**config.mk**
```make
export PLATFORM = sky130hd
export DESIGN_NAME = regfile_write_queue
export DESIGN_NICKNAME = d
export VERILOG_FILES = /design/src/rtl/regfile_write_queue.sv
export SDC_FILE = /design/constraint.sdc
export NUM_CORES = 1
export LEC_CHECK = 0
export BUFFER_PORTS_ARGS = -buffer_cell sky130_fd_sc_hd__buf_2
export CAP_MARGIN = 20
export CELL_PAD_IN_SITES_DETAIL_PLACEMENT = 1
export CELL_PAD_IN_SITES_GLOBAL_PLACEMENT = 1
export CORE_ASPECT_RATIO = 2
export CORE_MARGIN = 1.5
export CORE_UTILIZATION = 51
export CTS_CLUSTER_DIAMETER = 80
export DETAILED_ROUTE_END_ITERATION = 6
export PLACE_DENSITY_LB_ADDON = 0.1
export SYNTH_ARGS = -nofsm -noshare
export SYNTH_HDL_FRONTEND = slang
export SYNTH_SLANG_ARGS = --single-unit
```
**constraint.sdc**
```tcl
create_clock -name clk -period 7.7 [get_ports clk]
set_input_delay 1.155 -clock clk [delete_from_list [all_inputs] [get_ports clk]]
set_output_delay 1.155 -clock clk [all_outputs]
set_load 0.01 [all_outputs]
```
**src/rtl/regfile_write_queue.sv**
```systemverilog
// -----------------------------------------------------------------------------
// regfile_write_queue
//
// Write-side initiator for the 32 x DATA_WIDTH register file. Writeback
// requests are buffered in a small circular FIFO and retired to the regfile
// write port at one entry per cycle, so producers never stall on the single
// write port. Readers can forward from the queue: each lookup port returns
// the youngest queued entry whose destination matches.
//
// Ports
//   clk            in   clock, all state changes on posedge
//   reset          in   synchronous, active-high reset
//   in_valid       in   producer has a write request
//   in_ready       out  request accepted this cycle (registered state only)
//   in_reg         in   destination register (X31 requests are dropped)
//   in_data        in   destination data
//   RegWrite       out  regfile write enable (head entry present)
//   WriteRegister  out  regfile write address (0 when idle)
//   WriteData      out  regfile write data (0 when idle)
//   rd_reg1/2      in   forwarding lookup addresses
//   fwd_hit1/2     out  lookup matched a queued entry
//   fwd_data1/2    out  youngest matching queued data (0 when no hit)
//   count          out  number of queued entries, 0..DEPTH
// -----------------------------------------------------------------------------
module regfile_write_queue #(
    parameter int DEPTH      = 4,
    parameter int DATA_WIDTH = 64
) (
    input  logic                    clk,
    input  logic                    reset,
    input  logic                    in_valid,
    output logic                    in_ready,
    input  logic [4:0]              in_reg,
    input  logic [DATA_WIDTH-1:0]   in_data,
    output logic                    RegWrite,
    output logic [4:0]              WriteRegister,
    output logic [DATA_WIDTH-1:0]   WriteData,
    input  logic [4:0]              rd_reg1,
    output logic                    fwd_hit1,
    output logic [DATA_WIDTH-1:0]   fwd_data1,
    input  logic [4:0]              rd_reg2,
    output logic                    fwd_hit2,
    output logic [DATA_WIDTH-1:0]   fwd_data2,
    output logic [$clog2(DEPTH):0]  count
);

    localparam int PTR_W = $clog2(DEPTH);
    localparam int CNT_W = PTR_W + 1;

    typedef logic [PTR_W-1:0] ptr_t;
    typedef logic [CNT_W-1:0] cnt_t;

    // Control state
    ptr_t             head_q, head_d;
    ptr_t             tail_q, tail_d;
    cnt_t             count_q, count_d;
    logic [DEPTH-1:0] valid_q, valid_d;

    // Entry storage
    logic [4:0]            reg_q  [DEPTH];
    logic [DATA_WIDTH-1:0] data_q [DEPTH];

    logic push;
    logic pop;

    // in_ready depends only on registered state and reset, never on in_valid
    // or on the pop, so the producer sees no combinational loop through us.
    assign in_ready = !reset && (count_q != cnt_t'(DEPTH));

    // A handshake on X31 completes but stores nothing.
    assign push = in_valid && in_ready && (in_reg != 5'd31);

    // The head is retired every cycle it exists; the regfile has no backpressure.
    assign pop = !reset && (count_q != '0);

    assign RegWrite      = pop;
    assign WriteRegister = pop ? reg_q[head_q]  : '0;
    assign WriteData     = pop ? data_q[head_q] : '0;
    assign count         = count_q;

    always_comb begin
        // NOTE: every always_comb output gets a default first so no path leaves it unassigned (which would infer a latch).
        head_d  = head_q;
        tail_d  = tail_q;
        count_d = count_q;
        valid_d = valid_q;
        if (pop) begin
            head_d          = head_q + ptr_t'(1);
            valid_d[head_q] = 1'b0;
        end
        if (push) begin
            tail_d          = tail_q + ptr_t'(1);
            valid_d[tail_q] = 1'b1;
        end
        case ({push, pop})
            2'b10:   count_d = count_q + cnt_t'(1);
            2'b01:   count_d = count_q - cnt_t'(1);
            default: count_d = count_q;
        endcase
    end

    always_ff @(posedge clk) begin
        // NOTE: sequential state uses non-blocking assignment so every register samples pre-edge values.
        if (reset) begin
            head_q  <= '0;
            tail_q  <= '0;
            count_q <= '0;
            valid_q <= '0;
        end else begin
            head_q  <= head_d;
            tail_q  <= tail_d;
            count_q <= count_d;
            valid_q <= valid_d;
        end
    end

    // NOTE: entry storage is deliberately not reset; the valid bits and count decide what is meaningful.
    always_ff @(posedge clk) begin
        if (push) begin
            reg_q[tail_q]  <= in_reg;
            data_q[tail_q] <= in_data;
        end
    end

    // Forwarding: scan from oldest (head) to youngest, so a later match
    // overwrites an earlier one and the youngest entry wins.
    always_comb begin
        ptr_t idx;
        fwd_hit1  = 1'b0;
        fwd_data1 = '0;
        fwd_hit2  = 1'b0;
        fwd_data2 = '0;
        idx       = head_q;
        for (int i = 0; i < DEPTH; i++) begin
            idx = head_q + ptr_t'(i);
            if (!reset && valid_q[idx]) begin
                if (rd_reg1 != 5'd31 && reg_q[idx] == rd_reg1) begin
                    fwd_hit1  = 1'b1;
                    fwd_data1 = data_q[idx];
                end
                if (rd_reg2 != 5'd31 && reg_q[idx] == rd_reg2) begin
                    fwd_hit2  = 1'b1;
                    fwd_data2 = data_q[idx];
                end
            end
        end
    end

endmodule
```
Word-level counts from Yosys, hierarchy flattened

Memories as Yosys holds them, arrays and structs flattened. A register that Yosys moved wholly into a read port is not among the register bits.
Index checks and enable logic that the tools add are counted.

Input port bits: 82
Register bits: 11
Logic and storage cells: 112
RAM bits: 276
Memories kept: 2

Memories:

| name   | words | width | rd ports | clocked after memory_dff | write ports | line | RTL |
|---|---|---|---|---|---|---|---|
| data_q | 4     | 64    | 4        | 1                        | 1           | 61   | `logic [DATA_WIDTH-1:0] data_q [DEPTH];` |
| reg_q  | 4     | 5     | 4        | 1                        | 1           | 60   | `logic [4:0] reg_q [DEPTH];` |

Add/sub/neg operators: 6
Bitwise gates (word level): 3
Mux-type cells: 55
Equality and inequality tests: 14
Reductions and logical operators: 21
Order comparisons: 7

Operator list:

| operator                                                                             | number |
|---|---|
| 64-bit 2-to-1 mux                                                                    | 17 |
| 5-bit equality test                                                                  | 8 |
| 1-bit 2-to-1 mux                                                                     | 24 |
| 1-bit logical AND                                                                    | 18 |
| 2-bit by 3-bit less-than comparator with 1-bit output (second input constant)        | 5 |
| 5-bit inequality test (second input constant)                                        | 3 |
| 1-bit binary-select mux with 2-bit select                                            | 4 |
| 2-bit 2-to-1 mux                                                                     | 4 |
| 4-bit 2-to-1 mux                                                                     | 2 |
| 3-bit case mux with 2 select lines                                                   | 1 |
| 5-bit 2-to-1 mux                                                                     | 1 |
| 2-bit by 1-bit adder with 2-bit output (second input constant)                       | 2 |
| 2-bit adder (second input constant)                                                  | 2 |
| 4-bit AND                                                                            | 1 |
| 1-bit demux with 2-bit select                                                        | 2 |
| 2-bit by 1-bit greater-or-equal comparator with 1-bit output (second input constant) | 2 |
| 4-bit inverter                                                                       | 1 |
| 4-bit bitwise OR                                                                     | 1 |
| 3-bit by 1-bit adder with 3-bit output (second input constant)                       | 1 |
| 3-bit inequality test (second input constant)                                        | 1 |
| 3-bit nonzero test                                                                   | 1 |
| 3-bit by 1-bit subtractor with 3-bit output (second input constant)                  | 1 |
| 2-bit by 1-bit equality test with 1-bit output (second input constant)               | 1 |
| 2-bit equality test (second input constant)                                          | 1 |
| other kinds (2)                                                                      | 2 |

Depth between registers and ports, before layout

Gate-level depths: netlist of the first run.

Depth after elaboration: 10
Depth in mapped cells: 17
Depth with buffers taken out: 10

Worst setup path after synthesis of the first run

Ideal clock, no wire load.

Path type: register to output
From: reg head_q[0]
To: out fwd_data1[14]
Stages on the path, launching flop included: 18
Path slack: 2368 ps
Required time: 6545 ps
Data arrival time: 4177 ps
Path through: dfxtp_1 -> buf_6 -> buf_6 -> buf_6 -> buf_2 -> buf_2 -> buf_2 -> inv_1 -> ha_1 -> buf_6 -> mux4_2 -> xor2_1 -> or3_1 -> o211a_1 -> buf_6 -> buf_6 -> a221oi_2 -> o22ai_2

Cells in the longest elaborated chain, start to end: 10
Elaborated cells between the ends (all ways): 30
Those cells by class: 3 x add/sub; 3 x eq/ne; 15 x mux; 7 x reduce/logical; 2 x memory

Ends and longest elaborated chain:

| item                                                                                                       | line     | RTL |
|---|---|---|
| start, declared                                                                                            | 54       | `ptr_t head_q, head_d;` |
| start signal, assigned                                                                                     | 105      | `head_q <= '0;` |
| start signal, assigned                                                                                     | 110      | `head_q <= head_d;` |
| 2-bit by 1-bit adder with 2-bit output / 1-bit binary-select mux with 2-bit select (equally long branches) | 135, 136 |  |
| memory 4 x 5 bit / 1-bit 2-to-1 mux (equally long branches)                                                | --       |  |
| 5-bit equality test / 1-bit logical AND (equally long branches)                                            | 137, 136 |  |
| 1-bit logical AND / 64-bit 2-to-1 mux (equally long branches)                                              | 137, 136 |  |
| 64-bit 2-to-1 mux                                                                                          | 137      | `if (rd_reg1 != 5'd31 && reg_q[idx] == rd_reg1) begin` |
| 64-bit 2-to-1 mux                                                                                          | 136      | `if (!reset && valid_q[idx]) begin` |
| 64-bit 2-to-1 mux                                                                                          | 137      |  |
| 64-bit 2-to-1 mux                                                                                          | 136      |  |
| 64-bit 2-to-1 mux                                                                                          | 137      |  |
| 64-bit 2-to-1 mux *                                                                                        | 136      |  |
| end, declared                                                                                              | 40       | `output logic [DATA_WIDTH-1:0] fwd_data1,` |

Every way passes the cells marked *; elsewhere a longest branch is shown, timed or not. The select of a mux whose other input is x is not followed.

Worst setup path after layout of the first run

From: reg head_q[1]
To: out fwd_data2[46]

Cells in the longest elaborated chain, start to end: 10
Elaborated cells between the ends (all ways): 30
Those cells by class: 3 x add/sub; 3 x eq/ne; 15 x mux; 7 x reduce/logical; 2 x memory

Ends and longest elaborated chain:

| item                                                                                                       | line     | RTL |
|---|---|---|
| 2-bit by 1-bit adder with 2-bit output / 1-bit binary-select mux with 2-bit select (equally long branches) | 135, 136 |  |
| memory 4 x 5 bit / 1-bit 2-to-1 mux (equally long branches)                                                | --       |  |
| 5-bit equality test / 1-bit logical AND (equally long branches)                                            | 141, 136 |  |
| 1-bit logical AND / 64-bit 2-to-1 mux (equally long branches)                                              | 141, 136 |  |
| 64-bit 2-to-1 mux                                                                                          | 141      | `if (rd_reg2 != 5'd31 && reg_q[idx] == rd_reg2) begin` |
| 64-bit 2-to-1 mux                                                                                          | 136      |  |
| 64-bit 2-to-1 mux                                                                                          | 141      |  |
| 64-bit 2-to-1 mux                                                                                          | 136      |  |
| 64-bit 2-to-1 mux                                                                                          | 141      |  |
| 64-bit 2-to-1 mux *                                                                                        | 136      |  |
| end, declared                                                                                              | 43       | `output logic [DATA_WIDTH-1:0] fwd_data2,` |

Marks and branches as above.

==> flow_metrics.py, run 1 <==
metrics = {
    "yosys": {
        "synth_edf_count": 276,
        "synth_cell_types": 54,
        "syn_avg_cell_area_um2": 10.8,
        "syn_area_um2": 21400,
        "synth_seq_cells": 289,
        "synthFlopType": "edfxtp_1",
        "ys_seq_area_frac": 0.400,
        "synth_warnings": 0,
        "synthCells": 1973,
        "synth_nets": 2065,
        "synthArstFlopShare": 0,
    },
    "setup_path": {
        "slowest_delay_ps": 870,
        "crit_path_start_kind": "register",
        "crit_chain": "inv_1 > ha_4 > mux4_2 > xnor2_1 > and4_1 > nand2_2 > a221oi_1 > o22ai_1 > buf_2",
        "crit-reg2reg-capture": "data_q[2][63]",
        "required_ps": 6550,
        "cpMaxStageDelayCell": "ha_4",
        "cp.arrival_ps": 5810,
        "worst-setup-path-type": "register to output port",
        "regToRegStartpoint": "count[0]",
        "ff2ff_setup_slack_ps": 4780,
        "r2r_cells": 5,
        "endpoint_kind": "output port",
        "crit_fanout": 77,
    },
    "clock_network": {
        "root_buffer": "clkbuf_16",
        "insertion_delay_ps": 580,
        "cts_htree_levels": 1,
        "cts_buffers": 28,
        "cts_sinks": 289,
        "clk_pin_slew_worst_paths_ps": 60,
        "cts_buffer_depth": 3,
        "post_cts_buffers": 0,
        "cts.hold.buffers_added": 0,
        "cts_tree": "done",
        "ctsResizeCount": 0,
    },
    "finish": {
        "layoutNonFillerInstCount": 2681,
        "area_growth_pct": 11.9,
        "seqCellArea_um2": 8560,
        "fillers": 4458,
        "final_common_cell": "buf_2",
        "final_cell_mix": "buf_2, edfxtp_1, o21ai_0",
        "multi_input_area_um2": 11900,
        "final_nets": 2210,
        "drive_gt1_frac": 0.314,
    },
    "pwr": {
        "ir_drop_mv": 0.214,
        "power_leakage_nw": 8.17,
        "power.density_nw_per_um2": 257,
        "finalPower_w": 0.00614,
    },
    "sta": {
        "worst_pin_slew_ps": 1180,
        "maxSlewViolCount": 0,
        "fin_setup_tns_ps": 0,
        "clock_skew_ps": 30.1,
        "rsz0062_at_grt": "no",
        "finalHoldViolCount": 0,
        "period_minus_slack_ps": 6970,
        "relSlewSlack": 0.214,
        "fmax_ghz": 0.144,
        "fin_crit_sh": 0.905,
        "setup_violations": 0,
    },
    "routing": {
        "wl_um": 80300,
        "ant_nets": 0,
        "top_layer": "met5",
        "vias_per_cell": 7.05,
        "wl_met2_um": 42000,
        "dr_wl_met3_um": 5650,
        "route.detailed.drc": 0,
        "via_count": 18900,
        "drt_iter0_drc": 1332,
        "wl_met1_um": 27400,
        "dr.pass1.iters": 5,
        "wire_per_inst_um": 30.0,
    },
    "floorplan": {
        "die_h_um": 292,
        "initial_core_util": 0.520,
        "die_area_um2": 43200,
        "rows": 105,
        "core_um2": 41100,
        "dieWidth_um": 148,
        "ios": 286,
    },
    "worst_hold_path": {
        "min_to": "tail_q[1]",
        "hold_class": "register to register",
        "hp-start": "tail_q[1]",
        "min_delay_path_depth": 2,
    },
    "grt": {
        "grt_pass1_wl_um": 120000,
        "antenna_found_initial": 9,
        "grt_max_degree": 97,
        "grt_pass1_vias": 20200,
        "gr-total-overflow": 0,
        "grt_usage": 0.366,
    },
    "placed_design": {
        "portBuffers": 285,
        "dp.cells": 2620,
        "hpwl_um": 52700,
        "gp_congestion": 0.939,
    },
    "run_status": {
        "status": "finished clean",
    },
    "flow_run": {
        "drv_cap": 0,
    },
}
-- where the power goes --
group,leakage [nW],switching (W),total (W),internal (W)
sequential,2.61,0.000151,0.00196,0.00181
clock,0.408,0.000600,0.00132,0.000715
combinational,5.15,0.00183,0.00286,0.00103
total,8.17,0.00258,0.00614,0.00356
-- area by class of cell --
| cell class | instances | area share |
|---|---|---|
| clock buffers | 34 | 0.0311 |
| inverters | 31 | 0.00492 |
| multi-input cells | 1437 | 0.496 |
| repair buffers | 331 | 0.0765 |
| flip-flops and latches | 289 | 0.358 |
| diodes | 9 | 0.000942 |
| well taps | 535 | 0.0280 |
| clock inverters | 15 | 0.00403 |
-- cells in the mapped netlist, types with 26 or more instances --
cell type	n	area, um2
a221oi_1	47	412
and2_1	52	325
clkbuf_1	143	537
o22ai_1	53	332
buf_2	45	225
mux4_2	112	2520
a211oi_1	53	398
o211ai_1	26	195
xnor2_1	29	254
nand2_1	136	510
nor3_1	55	275
edfxtp_1	276	8290
nor2_1	109	409
o2bb2ai_1	31	272
nand3_1	53	265
inv_1	30	113
mux2_2	107	1200
o21a_1	33	248
o21ai_0	190	951
mux2i_1	132	1320
-- stage by stage --
stage | area, um2 | hold WS, ps | util | setup slack (ps)
floorplan | 21400 | 502 | - | 2370
global placement | 23000 | 512 | 0.558 | 1630
detailed placement | 23000 | 549 | 0.558 | 1470
CTS | 23800 | 561 | 0.579 | 835
global route | 23900 | 589 | 0.581 | 505
finish | 23900 | 560 | 0.581 | 734
-- worst max-delay path: cells and delay by family (launching register included) --
kind,cells,cell delay (ps)
and+or+nand+nor,2,1410
adders and majority gates,1,870
DFF,1,810
AOI/OAI and AO/OA,2,680
muxes,1,640
xor gates and xnor gates,1,390
buffers and inverters,2,370
-- layer usage --
| metal | GRT usage | vias up |
|---|---|---|
| met5 | 0 | - |
| met4 | 0.242 | 4 |
| met3 | 0.0520 | 292 |
| met2 | 0.657 | 988 |
| met1 | 0.395 | 9581 |
| li1 | - | 8030 |
-- flip-flops by register name (all words and copies together), names as in the netlist, named ones only --
signal,count
data_q,256
valid_q,4
reg_q,20
head_q,2
tail_q,2
count,3
-- worst max-delay path by stage --
stage,from,end
2_1_floorplan,head_q[0],fwd_data1[14]
3_3_place_gp,head_q[1],fwd_data1[41]
3_5_place_dp,head_q[1],fwd_data2[46]
4_1_cts,head_q[1],fwd_data2[46]
5_1_grt,head_q[1],fwd_data2[18]
6_report,head_q[1],fwd_data2[46]
-- logic make-up (layout without fill, tap and decap cells) --
group,Yosys count,in the layout,share of synthesized area
AOI/OAI and AO/OA,542,542,0.180
xor gates and xnor gates,43,43,0.0176
adders and majority gates,10,10,0.00621
buffers and inverters,247,411,0.0494
DFF,289,289,0.400
muxes,351,351,0.236
other,0,9,0
and+or+nand+nor,491,491,0.110
(Power assumes the default switching activity.)
==> run 2: changes to the inputs <==
Settings changed: REMOVE_ABC_BUFFERS from default to 1.
==> flow_metrics.py, run 2 (synthesis gave the netlist of run 1 again) <==
metrics = {
    "grt": {
        "gr-total-overflow": 0,
        "grt_max_degree": 135,
        "grt_usage": 0.372,
        "antenna_found_initial": 14,
        "grt_pass1_wl_um": 122000,
        "grt_pass1_vias": 20300,
    },
    "sta": {
        "fmax_ghz": 0.143,
        "rsz0062_at_grt": "no",
        "whs_ps": 569,
        "maxSlewViolCount": 0,
        "worst_pin_slew_ps": 1240,
        "relSlewSlack": 0.176,
        "finalHoldViolCount": 0,
        "postLayoutSetupSlackWorst_ps": 711,
        "clock_skew_ps": 19.0,
        "fin_crit_sh": 0.908,
        "period_minus_slack_ps": 6990,
        "setup_violations": 0,
    },
    "finish": {
        "final_cell_mix": "buf_2, edfxtp_1, o21ai_0",
        "final_common_cell": "buf_2",
        "drive_gt1_frac": 0.313,
        "postLayoutCellArea_um2": 23900,
        "top_regs": "data_q x256, reg_q x20, valid_q x4",
        "regMostFlops": "data_q",
        "fillers": 4500,
        "area_growth_pct": 11.9,
        "finalCoreUtilization": 0.581,
        "largest_register_ff_count": 256,
        "final_nets": 2202,
    },
    "clock_network": {
        "cts_htree_levels": 1,
        "ctsResizeCount": 0,
        "insertion_delay_ps": 570,
        "cts_sinks": 289,
        "cts_buffer_depth": 3,
        "cts.hold.buffers_added": 0,
        "cts_tree": "done",
        "root_buffer": "clkbuf_16",
        "cts_buffers": 27,
        "clk_pin_slew_worst_paths_ps": 70,
        "post_cts_buffers": 0,
    },
    "flow_run": {
        "drv_cap": 0,
    },
    "routing": {
        "ant_nets": 0,
        "vias_per_cell": 7.14,
        "wire_per_inst_um": 30.3,
        "wl_um": 81200,
        "route.detailed.drc": 0,
        "via_count": 19100,
        "drt_iter0_drc": 1545,
        "dr.pass1.iters": 5,
    },
    "pwr": {
        "power.density_nw_per_um2": 259,
        "finalPower_w": 0.00618,
        "ir_drop_mv": 0.178,
        "power_leakage_nw": 8.13,
    },
    "placed_design": {
        "postPlaceCellArea_um2": 23000,
        "gp_congestion": 0.913,
        "hpwl_um": 50900,
        "portBuffers": 285,
        "dp_slack_ps": 1420,
    },
    "floorplan": {
        "ios": 286,
        "dieWidth_um": 148,
        "core_um2": 41100,
        "die_h_um": 292,
        "initial_core_util": 0.520,
        "rows": 105,
        "die_area_um2": 43200,
    },
    "setup_path": {
        "slowest_delay_ps": 840,
        "required_ps": 6550,
        "ff2ff_setup_slack_ps": 4650,
        "crit_chain": "inv_1 > ha_4 > inv_4 > mux2_2 > xnor2_1 > or4b_4 > buf_4 > o21ai_0 > o22ai_1 > buf_2",
        "crit_family": "buffers and inverters",
        "cpMaxStageDelayCell": "ha_4",
        "path_buf_inv": 4,
        "crit_fanout": 80,
        "cp.arrival_ps": 5830,
        "crit_path_start_kind": "register",
        "worst-setup-path-type": "register to output port",
        "endpoint_kind": "output port",
    },
    "run_status": {
        "status": "finished clean",
    },
    "worst_hold_path": {
        "hold_class": "register to register",
    },
}
==> run 2: cell count changes in the layout (fill, tap and decap cells not counted), moves of 2 or more <==
| cell | change |
|---|---|
| clkbuf_8 | +3 |
| diode_2 | +4 |
| buf_4 | -8 |
| clkbuf_1 | +2 |
| clkinv_1 | -3 |
| buf_12 | +2 |
| clkbuf_16 | -3 |
==> run 2: through the flow <==
| stage | std cells | TNS [ps] |
|---|---|---|
| after global placement | 2613 | 0 |
| after global routing | 2672 | 0 |
| after floorplan | 1757 | -1142130 |
| final | 2678 | 0 |
| after detailed placement | 2613 | 0 |
| after CTS | 2662 | 0 |
==> run 2: routing by layer <==
metal  share of wire  GRT usage  vias to the layer above
met4           0.063      0.245                       10
met3           0.080     0.0562                      315
met5         0.00071          0                        -
met2            0.51      0.653                     1040
li1                -          -                     8046
met1            0.34      0.415                     9723
==> run 2: cell type report <==
type	instances	area, um2	area share
Multi-Input combinational cell	1437	11900	0.497
Sequential cell	289	8560	0.358
Timing Repair Buffer	324	1780	0.0746
Clock buffer	37	743	0.0311
Tap cell	535	669	0.0280
Inverter	31	119	0.00497
Clock inverter	12	108	0.00450
Antenna cell	13	32.5	0.00136
==> run 2: worst paths after layout <==
| check | startpoint | endpoint | cells past startpoint |
|---|---|---|---|
| min | count[2] | count[2] | 2 |
| min reg2reg | count[2] | count[2] | 2 |
| max | head_q[0] | fwd_data1[7] | 10 |
| max reg2reg | count[2] | count[2] | 9 |
==> run 2: where the power goes <==
group	internal, W	leakage (nW)	switching (W)
clock network	0.000739	0.417	0.000611
logic	0.00104	5.10	0.00180
registers	0.00181	2.61	0.000176
==> run 2: tightest hold or removal path, stage by stage (launching register included) <==
cell	delay, ps
dfxtp_1	350
o21ai_0	100
a21oi_1	70
==> run 3: changes to the inputs <==
--- a/constraint.sdc
+++ b/constraint.sdc
@@ -3,2 +3,2 @@
 set_output_delay 1.155 -clock clk [all_outputs]
-set_load 0.01 [all_outputs]
+set_load 0.02 [all_outputs]
==> flow_metrics.py, run 3 (synthesis gave the netlist of run 1 again) <==
metrics = {
    "finish": {
        "top_regs": "data_q x256, reg_q x20, valid_q x4",
        "final_common_cell": "buf_2",
        "regMostFlops": "data_q",
        "final_nets": 2204,
        "largest_register_ff_count": 256,
        "finalCoreUtilization": 0.580,
        "area_growth_pct": 11.7,
        "drive_gt1_frac": 0.315,
        "final_cell_mix": "buf_2, edfxtp_1, o21ai_0",
        "postLayoutCellArea_um2": 23900,
    },
    "sta": {
        "finalHoldViolCount": 0,
        "setup_violations": 0,
        "period_minus_slack_ps": 6530,
        "fin_setup_tns_ps": 0,
        "clock_skew_ps": 30.1,
        "postLayoutSetupSlackWorst_ps": 1170,
        "relSlewSlack": 0.221,
        "fin_crit_sh": 0.848,
        "rsz0062_at_grt": "no",
        "maxSlewViolCount": 0,
        "worst_pin_slew_ps": 1170,
        "fmax_ghz": 0.153,
        "whs_ps": 573,
    },
    "setup_path": {
        "crit_path_start_kind": "register",
        "crit_chain": "inv_1 > ha_4 > mux4_2 > xnor2_1 > o21a_1 > nand2_2 > a221oi_1 > o22ai_1 > buf_2",
        "slowest_delay_ps": 760,
        "cp.arrival_ps": 5370,
        "endpoint_kind": "output port",
        "required_ps": 6550,
        "cpMaxStageDelayCell": "nand2_2",
        "crit_fanout": 58,
        "worst-setup-path-type": "register to output port",
    },
    "grt": {
        "antenna_found_initial": 16,
        "met2_usage": 0.644,
        "gr-total-overflow": 0,
        "top_usage_layer": "met2",
        "grt_use_met3": 0.0539,
        "grt_pass1_wl_um": 119000,
        "grt_usage": 0.363,
        "grt_max_degree": 71,
        "grt_pass1_vias": 20100,
        "grtUsageMet1": 0.408,
    },
    "routing": {
        "vias_per_cell": 7.01,
        "ant_nets": 0,
        "wl_um": 79300,
        "route.detailed.drc": 0,
        "wire_per_inst_um": 29.6,
        "dr.pass1.iters": 5,
        "via_count": 18800,
        "drt_iter0_drc": 1204,
    },
    "placed_design": {
        "dp_slack_ps": 1890,
        "gp_congestion": 0.997,
        "postPlaceCellArea_um2": 23000,
        "hpwl_um": 51600,
        "portBuffers": 285,
    },
    "run_status": {
        "status": "finished clean",
    },
    "clock_network": {
        "cts_tree": "done",
        "cts_sinks": 289,
        "clk_pin_slew_worst_paths_ps": 70,
        "cts_htree_levels": 1,
        "root_buffer": "clkbuf_16",
        "cts_buffer_depth": 3,
        "insertion_delay_ps": 580,
        "ctsResizeCount": 0,
        "cts.hold.buffers_added": 0,
        "post_cts_buffers": 0,
        "cts_buffers": 27,
    },
    "floorplan": {
        "ios": 286,
        "die_h_um": 292,
        "rows": 105,
        "dieWidth_um": 148,
        "core_um2": 41100,
        "initial_core_util": 0.520,
        "die_area_um2": 43200,
    },
    "worst_hold_path": {
        "hold_class": "register to register",
    },
    "flow_run": {
        "drv_cap": 0,
    },
    "pwr": {
        "power_leakage_nw": 8.11,
        "ir_drop_mv": 0.258,
        "power.density_nw_per_um2": 260,
    },
}
-- run 3: cell count changes in the layout (fill, tap and decap cells not counted) --
cell        delta
clkbuf_8       -3
inv_6          +3
buf_16         -2
inv_8          +1
diode_2        +1
buf_12         -2
buf_4          +6
clkinv_4       +5
clkbuf_1       -2
clkinv_2       -3
clkinvlp_4     +1
bufinv_16      -1
-- run 3: cell type report --
class                   instances  area, um2
fillers                      4421      17300
multi-input cells            1437      11900
flip-flops and latches        289       8560
repair buffers                326       1730
clock buffers                  32        694
well taps                     535        669
clock inverters                18        151
inverters                      31        119
diodes                         14       35.0
-- run 3: path summary, 6_finish.rpt --
path,start,endpoint,slack [ps],cells past startpoint
min,tail_q[1],tail_q[1],570,2
max reg2reg,count[0],count[2],4540,9
min reg2reg,tail_q[1],tail_q[1],570,2
max,head_q[1],fwd_data2[16],1170,9
-- run 3: power breakdown --
part	leakage [nW]	total, W	internal, W	switching [W]
Combinational	5.09	0.00291	0.00103	0.00188
Clock	0.407	0.00133	0.000691	0.000637
Sequential	2.61	0.00197	0.00181	0.000158
Total	8.11	0.00620	0.00353	0.00267
-- run 3: metrics by stage --
stage	total power (W)	std cells
4_1_cts	0.00617	2668
3_3_place_gp	0.00477	2618
6_report	0.00620	2682
2_1_floorplan	0.00417	1757
5_1_grt	0.00645	2677
3_5_place_dp	0.00486	2618
-- run 3: worst max-delay path: cells and delay by family (launching register included) --
family	cells	cell delay (ps)
AND/OR/NAND/NOR	1	760
buffers and inverters	2	350
adder cells (fa/ha/maj)	1	730
flip-flops	1	620
AO/OA/AOI/OAI	3	1290
XOR/XNOR	1	340
multiplexers	1	630
-- run 3: layer usage --
layer	vias to the layer above	part of all wire
li1	8046	-
met1	9495	0.35
met2	973	0.52
met3	278	0.075
met4	14	0.055
met5	-	0.00093
